--- config.mk ---
export PLATFORM = sky130hd
export DESIGN_NAME = serial_add_ctrl
export DESIGN_NICKNAME = d
export VERILOG_FILES = /design/src/rtl/serial_add_ctrl_pkg.sv /design/src/rtl/serial_add_ctrl_fa.sv /design/src/rtl/serial_add_ctrl.sv
export SDC_FILE = /design/constraint.sdc
export NUM_CORES = 1
export LEC_CHECK = 0
export ABC_AREA = 0
export BUFFER_PORTS_ARGS = -buffer_cell sky130_fd_sc_hd__buf_4
export CAP_MARGIN = 20
export CORE_MARGIN = 10
export CORE_UTILIZATION = 35
export CTS_CLUSTER_DIAMETER = 50
export CTS_CLUSTER_SIZE = 12
export DETAILED_ROUTE_END_ITERATION = 8
export SLEW_MARGIN = 30
export SYNTH_ARGS = -nofsm -noshare
export SYNTH_HDL_FRONTEND = slang
export SYNTH_SLANG_ARGS = --single-unit
--- constraint.sdc ---
create_clock -name clk -period 3.79 [get_ports clk]
set_clock_uncertainty 0.2 [all_clocks]
set_input_delay 0.9475 -clock clk [delete_from_list [all_inputs] [get_ports clk]]
set_output_delay 0.9475 -clock clk [all_outputs]
set_load 0.01 [all_outputs]
--- src/rtl/serial_add_ctrl_pkg.sv ---
// serial_add_ctrl_pkg: shared FSM state encoding and default operand width
package serial_add_ctrl_pkg;

    localparam int DEFAULT_WIDTH = 8;

    typedef enum logic [1:0] {
        IDLE = 2'd0,
        RUN  = 2'd1,
        DONE = 2'd2
    } state_e;

endpackage

--- src/rtl/serial_add_ctrl_fa.sv ---
// serial_add_ctrl_fa: 1-bit full adder built from two half adders and an OR
module half_adder (
    input  logic a,
    input  logic b,
    output logic s,
    output logic c
);

    assign s = a ^ b;
    assign c = a & b;

endmodule

module full_adder_cell (
    input  logic a,
    input  logic b,
    input  logic cin,
    output logic s,
    output logic cout
);

    logic s0, c0, c1;

    half_adder u_ha0 (.a(a),  .b(b),   .s(s0), .c(c0));
    half_adder u_ha1 (.a(s0), .b(cin), .s(s),  .c(c1));

    assign cout = c0 | c1;

endmodule

--- src/rtl/serial_add_ctrl.sv ---
// serial_add_ctrl: bit-serial LSB-first adder, one full-adder cell, IDLE/RUN/DONE control
module serial_add_ctrl
    import serial_add_ctrl_pkg::*;
#(
    parameter int WIDTH = DEFAULT_WIDTH
) (
    input  logic             clk,
    input  logic             rst_n,
    input  logic             start,
    input  logic             abort,
    input  logic [WIDTH-1:0] a,
    input  logic [WIDTH-1:0] b,
    input  logic             cin,
    output logic [WIDTH-1:0] sum,
    output logic             cout,
    output logic             busy,
    output logic             done
);

    localparam int CW = $clog2(WIDTH);

    state_e           state_q, state_d;
    logic [WIDTH-1:0] a_sr_q, b_sr_q, res_q, sum_q;
    logic [CW-1:0]    cnt_q;
    logic             carry_q, cout_q, busy_q, done_q;
    logic             fa_s, fa_c, last;

    full_adder_cell u_fa (
        .a   (a_sr_q[0]),
        .b   (b_sr_q[0]),
        .cin (carry_q),
        .s   (fa_s),
        .cout(fa_c)
    );

    assign last = cnt_q == CW'(WIDTH - 1);

    // next state: abort beats start in IDLE and cancels RUN; DONE always returns to IDLE
    always_comb begin
        state_d = (state_q == IDLE) ? ((start && !abort) ? RUN : IDLE)
                : (state_q == RUN)  ? (abort ? IDLE : (last ? DONE : RUN))
                : IDLE;
    end

    // state, datapath shift registers and registered busy/done/result
    always_ff @(posedge clk or negedge rst_n) begin
        if (!rst_n) begin
            state_q <= IDLE;
            a_sr_q  <= '0;
            b_sr_q  <= '0;
            res_q   <= '0;
            sum_q   <= '0;
            cnt_q   <= '0;
            carry_q <= 1'b0;
            cout_q  <= 1'b0;
            busy_q  <= 1'b0;
            done_q  <= 1'b0;
        end else begin
            state_q <= state_d;
            busy_q  <= state_d != IDLE;
            done_q  <= state_d == DONE;
            if (state_q == IDLE && start && !abort) begin
                a_sr_q  <= a;
                b_sr_q  <= b;
                carry_q <= cin;
                cnt_q   <= '0;
            end
            if (state_q == RUN && !abort) begin
                res_q   <= {fa_s, res_q[WIDTH-1:1]};
                a_sr_q  <= a_sr_q >> 1;
                b_sr_q  <= b_sr_q >> 1;
                carry_q <= fa_c;
                cnt_q   <= cnt_q + CW'(1);
                if (last) begin
                    sum_q  <= {fa_s, res_q[WIDTH-1:1]};
                    cout_q <= fa_c;
                end
            end
        end
    end

    assign sum  = sum_q;
    assign cout = cout_q;
    assign busy = busy_q;
    assign done = done_q;

endmodule

==> impl_metrics.tcl, run 1 <==
set metrics [dict create \
    cp-startpoint "abort" \
    dieHeight_um 88.93 \
    netlist_area_um2 1663 \
    status "finished clean" \
    setup_slack_ns 1.333 \
    critical_path.most_common_cell "buf_4" \
    fin_area_um2 2008 \
    r2r-start "state_q[1]" \
    placed_area_um2 1916 \
    tns_ns 0 \
    io-pin-count 32 \
    power_density_nw_per_um2 529.8 \
    wl_met1_um 1617 \
    routedWlPerCell_um 15.91 \
    post_cts_resized 0 \
    yosysTopAreaCellShare_pct 60.20 \
    critPathCaptureType "register" \
    regArea_um2 1001 \
    gp_congestion 0.7451 \
    synthesis.nets 172 \
    path_max_fanout 27 \
    grt_pass1_wl_um 6210 \
    hpwlAfterDp_um 2536 \
    grt_pass1_vias 1313 \
    critPathSlowestCell "and2_1" \
    tightestPinTransition_ns 0.5645 \
    synth_area_leaders "dfrtp_1, mux2_2, nand2_1, o22ai_1, nor3_1" \
    cts.htree.levels 2 \
    maxCapViolCount 0 \
    first_pass_iters 4 \
    place_ws_ns 1.024 \
    timing.critical_path.buf_inv 2 \
    grt_max_degree 41 \
    grt_overflow_total 0 \
    core-area_um2 4661 \
    viasPerCell 5.226 \
    final_util_pct 43.09 \
    ys_top_cells_by_count "dfrtp_1, nand2_1, nor2_1" \
    cp.arrival_ns 2.43 \
    num_vias 1223 \
    rsz0062_at_grt "no" \
    hold_class "register to register" \
    synth.most_common_cell "dfrtp_1" \
    wl_met2_um 1641 \
    yosys_warnings 0 \
    yosysSeqAreaShare_pct 60.20 \
    maxSlewViolCount 0 \
    cts-root-buf "clkbuf_8" \
    num_rows 25 \
    antenna_left 0 \
    fin_crit_sh_pct 64.82 \
    n_fill_cell 457 \
    die_width_um 88.93 \
    startpoint_type "input port" \
    crit_required_ns 3.77 \
    die-area_um2 7908 \
    cellLeakagePower_nw 0.9749 \
    cts.clk_slew.worst_paths_ns 0.07 \
    synth_cells 148 \
    finalSetupViolCount 0 \
    fmax_ghz 0.4071 \
    cts_buffers 5 \
    insertedDiodeCount 0 \
    port_buffers 31 \
    detail_route.iter0.violations 67 \
    ctsLongestPathBuffers 2 \
    multiInputGateArea_um2 591.8 \
    ys_ff_latch 40 \
    drc_errors 0 \
    cts_tree "yes" \
    wl_met3_um 390 \
    clkLatencyLatePin_ns 0.29 \
    synth_area_leader_cell "dfrtp_1" \
    crit_chain "buf_4, nor3b_4, buf_4, and2_1, mux2_2" \
    crit_family "simple AND/OR/NAND/NOR gates" \
    start_util_pct 35.68 \
    drive_gt1_share_pct 29.44 \
    r2r_slack_ns 1.63 \
    slew_headroom_pct 62.37 \
    clock_sinks 40 \
    cts_setup_buffers 0 \
    fin_nets 203 \
    grtUsageTotal_pct 10.13 \
    synth_flop_cell "dfrtp_1" \
    synth_area_per_cell_um2 11.24 \
    whs_ns 0.2937 \
    routed_wl_um 3723 \
    cts-hold-fix-buffers 0 \
    layout_min_cycle_time_ns 2.457 \
    synth_cell_type_count 27 \
    irDropWorstVdd_v 0.0002266 \
    area_delta_synth_final_pct 20.77 \
    final-hold-violation-count 0 \
    synthArstFlopShare_pct 100.0 \
    antenna_found_initial 0 \
    max_stage_delay_ns 0.46 \
    crit_type "input port to register" \
    synth_edf_count 0 \
    min-delay-start "cnt_q[0]" \
    highest_layer "met4" \
]
==> cell type report <==
class                   count  area share [%]
clock inverters             2          0.4984
flip-flops and latches     40           49.84
well taps                  54           3.364
repair buffers             33           12.34
clock buffers               6           4.112
multi-input cells          97           29.47
inverters                   2          0.3738
==> placed cells by master, fill, tap and decap left out, drive strengths merged, types with 3 or more instances in the layout <==
cell     n
a21oi    3
buf     33
clkbuf   6
dfrtp   40
mux2     9
nand2   25
nor2    15
nor3    13
o22ai   14
==> layer usage <==
metal	vias to the layer above	GRT usage, %
li1	574	-
met1	605	11.71
met2	35	15.16
met3	9	4.649
met4	0	5.727
met5	-	0
==> path summary, 6_finish.rpt <==
check,to,cells past startpoint
max reg2reg,sum[7],4
max in group asynchronous,res_q[5],1
max,sum[7],5
min in group asynchronous,b_sr_q[3],1
min reg2reg,cnt_q[0],1
min,cnt_q[0],1
==> kinds of logic after synthesis <==
| logic type | synth area share [%] |
|---|---|
| fa+ha+maj | 2.709 |
| mux | 6.697 |
| compound gates | 8.653 |
| flops | 60.20 |
| simple gates | 17.53 |
| buf+inv | 4.213 |
==> state kept, by name, summed over array words and instances (netlist names) <==
signal	flops
cnt_q	3
busy	1
state_q	2
b_sr_q	8
sum	8
a_sr_q	8
cout	1
carry_q	1
res_q	7
done	1
==> metrics by stage <==
step | power, mW | cells
final | 1.064 | 234
after global routing | 1.136 | 234
after CTS | 1.074 | 234
after detailed placement | 0.7821 | 226
after global placement | 0.7691 | 226
after floorplan | 0.7023 | 148
==> power by group <==
part | total (mW) | switching (mW) | internal (mW)
clock | 0.290 | 0.145 | 0.145
combinational | 0.190 | 0.0978 | 0.0921
sequential | 0.584 | 0.0639 | 0.520
total | 1.06 | 0.307 | 0.757
No activity file was read; power rests on OpenSTA's default activity.
==> run 2: changes to the inputs <==
--- a/config.mk
+++ b/config.mk
@@ -5,7 +5,7 @@
 export SDC_FILE = /design/constraint.sdc
 export NUM_CORES = 1
 export LEC_CHECK = 0
-export ABC_AREA = 0
+export ABC_AREA = 1
 export BUFFER_PORTS_ARGS = -buffer_cell sky130_fd_sc_hd__buf_4
 export CAP_MARGIN = 20
 export CORE_MARGIN = 10
==> constraint.sdc (replaced) <==
create_clock -name clk -period 2.2 [get_ports clk]
set_clock_uncertainty 0.2 [all_clocks]
set_input_delay 0.55 -clock clk [delete_from_list [all_inputs] [get_ports clk]]
set_output_delay 0.55 -clock clk [all_outputs]
set_load 0.01 [all_outputs]
==> run 2 against run 1 <==
Hold slack got worse by 0.27 ns; largest cell class unchanged; first-iteration DRC count rose by 1.5%; die area up 14%; non-clock buffer count increased by 3; critical path depth decreased by 4; total power rose by 91%; core utilization fell by 0.060 points.
==> impl_metrics.tcl, run 2 <==
set metrics [dict create \
    cts_tree "yes" \
    startpoint_type "register" \
    crit_required_ns 1.45 \
    cts-hold-fix-buffers 0 \
    ys_ff_latch 40 \
    cts-root-buf "clkbuf_8" \
    routedWlPerCell_um 11.86 \
    core-area_um2 5473 \
    rsz0062_at_grt "no" \
    crit_family "flip-flops" \
    routed_wl_um 3937 \
    maxCapViolCount 0 \
    cts_buffers 5 \
    num_vias 1495 \
    timing.critical_path.buf_inv 1 \
    yosys_warnings 0 \
    clkLatencyLatePin_ns 0.29 \
    mostFrequentLayoutCells "nand2_1, nand3_1, inv_1, dfrtp_1, buf_4" \
    ys_top_cells_by_count "nand2_1, nand3_1, dfrtp_1, inv_1, o21ai_0" \
    first_pass_iters 4 \
    synthesis.nets 251 \
    ctsLongestPathBuffers 2 \
    detail_route.iter0.violations 68 \
    insertedDiodeCount 0 \
    path_max_fanout 2 \
    n_fill_cell 566 \
    num_rows 27 \
    antenna_found_initial 0 \
    hold_class "input port to async pin" \
    area_delta_synth_final_pct 19.57 \
    crit_type "register to output port" \
    clock_sinks 40 \
    synth.most_common_cell "nand2_1" \
    die-area_um2 9027 \
    cellLeakagePower_nw 1.299 \
    yosysSeqAreaShare_pct 50.83 \
    grt_overflow_total 0 \
    grt_pass1_wl_um 6934 \
    io-pin-count 32 \
    synth_cells 227 \
    drive_gt1_share_pct 24.62 \
    final_util_pct 43.03 \
    irDropWorstVdd_v 0.0002817 \
    netlist_area_um2 1969 \
    cp.arrival_ns 0.83 \
    whs_ns 0.01995 \
    die_width_um 95.01 \
    cts_setup_buffers 0 \
    viasPerCell 4.503 \
    max_stage_delay_ns 0.40 \
    final_common_cell "nand2_1" \
    fin_nets 283 \
    yosysTopAreaCellShare_pct 50.83 \
    synth_area_per_cell_um2 8.676 \
    port_buffers 31 \
    grt_pass1_vias 1480 \
    synthArstFlopShare_pct 100.0 \
    cts.htree.levels 2 \
    fin_crit_sh_pct 71.95 \
    drc_errors 0 \
    tns_ns 0 \
    critPathCaptureType "output port" \
    maxSlewViolCount 0 \
    cts.clk_slew.worst_paths_ns 0.08 \
    fmax_ghz 0.6317 \
    synth_flop_cell "dfrtp_1" \
    crit_chain "buf_4" \
    critPathSlowestCell "dfrtp_1" \
    start_util_pct 35.99 \
    power_density_nw_per_um2 861.1 \
    finalSetupViolCount 0 \
    synth_edf_count 0 \
    antenna_left 0 \
    grtUsageTotal_pct 9.564 \
    synth_area_leaders "dfrtp_1, nand3_1, nand2_1, inv_1, o21ai_2" \
    dieHeight_um 95.01 \
    layout_min_cycle_time_ns 1.583 \
    post_cts_resized 0 \
    synth_cell_type_count 21 \
    final-hold-violation-count 0 \
    gp_congestion 0.7359 \
    grt_max_degree 41 \
    hpwlAfterDp_um 2800 \
    tightestPinTransition_ns 0.4992 \
    status "finished clean" \
    slew_headroom_pct 66.72 \
    synth_area_leader_cell "dfrtp_1" \
]
run 2: changes by cell type after synthesis, sizes merged, moves of 13 or more:
cell   before  now
o22ai      14    0
nand2      25   56
nor3       13    0
inv         2   43
o21ai       2   19
nand3       1   51
run 2: cell type report:
| cell class | count | area (um^2) | area share [%] |
|---|---|---|---|
| clock buffer | 7 | 96.34 | 4.091 |
| sequential | 40 | 1001 | 42.51 |
| multi-input combinational | 133 | 705.7 | 29.97 |
| inverter | 43 | 161.4 | 6.854 |
| timing repair buffer | 36 | 270.3 | 11.48 |
| clock inverter | 1 | 30.03 | 1.275 |
| tap | 72 | 90.09 | 3.826 |
run 2: worst paths after layout:
kind,slack [ns],cells past startpoint,startpoint,to
setup / recovery,0.62,1,cout,cout
hold / removal,0.02,1,rst_n,sum[4]
setup reg to reg,0.64,5,state_q[0],b_sr_q[1]
hold reg to reg,0.28,2,res_q[1],sum[0]
max in group asynchronous,1.43,1,rst_n,sum[0]
min in group clk,0.28,2,res_q[1],sum[0]
run 2: metrics by stage:
step	power (mW)	std cells	instance area, um^2	worst slack [ns]
after CTS	2.060	332	2355	0.5942
after detailed placement	1.398	324	2228	0.3518
after global placement	1.387	324	2228	0.3985
after floorplan	1.280	227	1969	0.6853
final	2.028	332	2355	0.6170
after global routing	2.180	332	2355	0.5167
run 2: cell families after synthesis:
| logic type | count (synthesis) | synth area share [%] |
|---|---|---|
| flops | 40 | 50.83 |
| simple gates | 111 | 27.19 |
| buf+inv | 54 | 13.34 |
| fa+ha+maj | 3 | 2.287 |
| compound gates | 19 | 6.353 |
run 2: where the power goes:
part	switching, mW	leakage (nW)	internal, mW
sequential	0.0890	0.521	0.888
combinational	0.238	0.714	0.160
clock	0.252	0.0645	0.400
total	0.579	1.30	1.45
run 2: routing by layer:
metal / part of all wire, % / up-vias / GRT usage [%]
met4: 2.1 / 0 / 4.115
met3: 5.0 / 6 / 2.671
met1: 44 / 698 / 11.30
met5: 0 / - / 0
met2: 49 / 25 / 15.96
li1: - / 766 / -
==> run 3: changes to the inputs <==
==> constraint.sdc (replaced) <==
create_clock -name clk -period 1.47 [get_ports clk]
set_clock_uncertainty 0.2 [all_clocks]
set_input_delay 0.3675 -clock clk [delete_from_list [all_inputs] [get_ports clk]]
set_output_delay 0.3675 -clock clk [all_outputs]
set_load 0.01 [all_outputs]
==> run 3 against run 2 <==
Sequential power is 49% higher; routed wire length is 8.4% higher; critical path depth stayed put; critical path type unchanged; largest power group unchanged; highest routed layer unchanged.
==> impl_metrics.tcl, run 3 (synthesized netlist as in run 2, its figures left out) <==
set metrics [dict create \
    routed_wl_um 4267 \
    maxCapViolCount 0 \
    antenna_found_initial 0 \
    die-area_um2 9027 \
    startpoint_type "register" \
    start_util_pct 35.99 \
    p_switching_mw 0.9129 \
    slew_headroom_pct 65.84 \
    grt_pass1_wl_um 7238 \
    fin_nets 294 \
    multiInputGateArea_um2 721.9 \
    fmax_ghz 0.7085 \
    irDropWorstVdd_v 0.0004842 \
    area_delta_synth_final_pct 27.95 \
    tightestPinTransition_ns 0.5124 \
    viasPerCell 4.496 \
    whs_ns 0.1274 \
    pwr-share-seq_pct 47.8 \
    place_ws_ns 0.001740 \
    cts.htree.levels 2 \
    crit_type "register to output port" \
    drc_errors 0 \
    power.share.clock_pct 29.2 \
    stdcell_count 343 \
    max_stage_delay_ns 0.40 \
    ctsLongestPathBuffers 2 \
    cts.clk_slew.worst_paths_ns 0.08 \
    cts_buffers 5 \
    crit_family "flip-flops" \
    cts-root-buf "clkbuf_8" \
    path_max_fanout 2 \
    gp_congestion 0.7184 \
    final-hold-violation-count 0 \
    combPwrFrac_pct 23.0 \
    critPathSlowestCell "dfrtp_1" \
    cts_tree "yes" \
    maxSlewViolCount 0 \
    grtUsageTotal_pct 10.13 \
    num_rows 27 \
    fin_crit_sh_pct 96.01 \
    layout_min_cycle_time_ns 1.411 \
    crit_required_ns 0.90 \
    clkLatencyLatePin_ns 0.29 \
    power_density_nw_per_um2 1214 \
    p_sw_share_pct 29.83 \
    finalSetupViolCount 0 \
    final_common_cell "nand2_1" \
    n_fill_cell 549 \
    dieHeight_um 95.01 \
    hpwlAfterDp_um 2888 \
    port_buffers 31 \
    grt_max_degree 41 \
    regArea_um2 1003 \
    internal-power_mw 2.147 \
    cellLeakagePower_nw 1.370 \
    mostFrequentLayoutCells "nand2_1, nand3_1, buf_4" \
    cp.arrival_ns 0.84 \
    status "finished clean" \
    drive_gt1_share_pct 29.52 \
    timing.critical_path.buf_inv 1 \
    critPathCaptureType "output port" \
    crit_chain "buf_4" \
    detail_route.iter0.violations 131 \
    antenna_left 0 \
    first_pass_iters 4 \
    insertedDiodeCount 0 \
    routedWlPerCell_um 12.44 \
    core-area_um2 5473 \
    grt_overflow_total 0 \
    num_vias 1542 \
    dp.cells 331 \
    grt_pass1_vias 1481 \
    clock_sinks 40 \
    die_width_um 95.01 \
    io-pin-count 32 \
    final_util_pct 46.04 \
    setup_slack_ns 0.05862 \
    hold_class "input port to register" \
]
run 3: changes by cell type in the layout (fill, tap and decap cells not counted), sizes merged:
cell	delta
buf	+9
clkinv	+1
dlygate4sd3	+1
run 3: power by group through the flow:
stage | clock (mW) | sequential [mW] | combinational, mW
5_1_grt | 0.957 | 1.49 | 0.827
4_1_cts | 0.928 | 1.46 | 0.686
3_5_place_dp | 0 | 1.48 | 0.669
6_report | 0.893 | 1.46 | 0.704
2_1_floorplan | 0 | 1.46 | 0.461
3_3_place_gp | 0 | 1.47 | 0.645
run 3: routing by layer:
layer | global-route usage (%) | wire length, um | vias up
li1 | - | - | 789
met1 | 12.71 | 1926 | 721
met2 | 15.73 | 2044 | 27
met3 | 2.671 | 212 | 5
met4 | 5.237 | 82 | 0
met5 | 0 | 0 | -
run 3: final cells by class:
cell class,count,area share (%)
sequential,40,39.82
multi-input combinational,133,28.65
timing repair buffer,47,17.28
inverter,43,6.405
tap,72,3.575
clock buffer,6,2.880
clock inverter,2,1.390
run 3: worst paths after layout:
kind                           start         end  slack, ns  depth (start not counted)
max                             cout        cout       0.06                          1
max reg2reg                a_sr_q[0]      sum[7]       0.06                          3
min reg2reg                 res_q[1]      sum[0]       0.28                          2
min                             a[7]   a_sr_q[7]       0.13                          3
min in group asynchronous      rst_n      sum[5]       0.39                          2
max in group asynchronous      rst_n  state_q[1]       0.30                          2
run 3: timing repair:
item,4_1_cts,5_1_grt
endpoints found under the hold margin,40,0
pin swaps,0,5
setup buffers,1,1
hold buffers,1,0
cloned,0,1
gates resized for setup,0,9
endpoints found under the setup margin,1,13
run 3: per-stage QoR:
step / power, mW / TNS (ns) / area, um^2
6_report: 3.060 / 0 / 2520
5_1_grt: 3.276 / -0.005377 / 2520
2_1_floorplan: 1.916 / 0 / 1969
3_3_place_gp: 2.120 / 0 / 2344
4_1_cts: 3.072 / 0 / 2469
3_5_place_dp: 2.147 / 0 / 2344
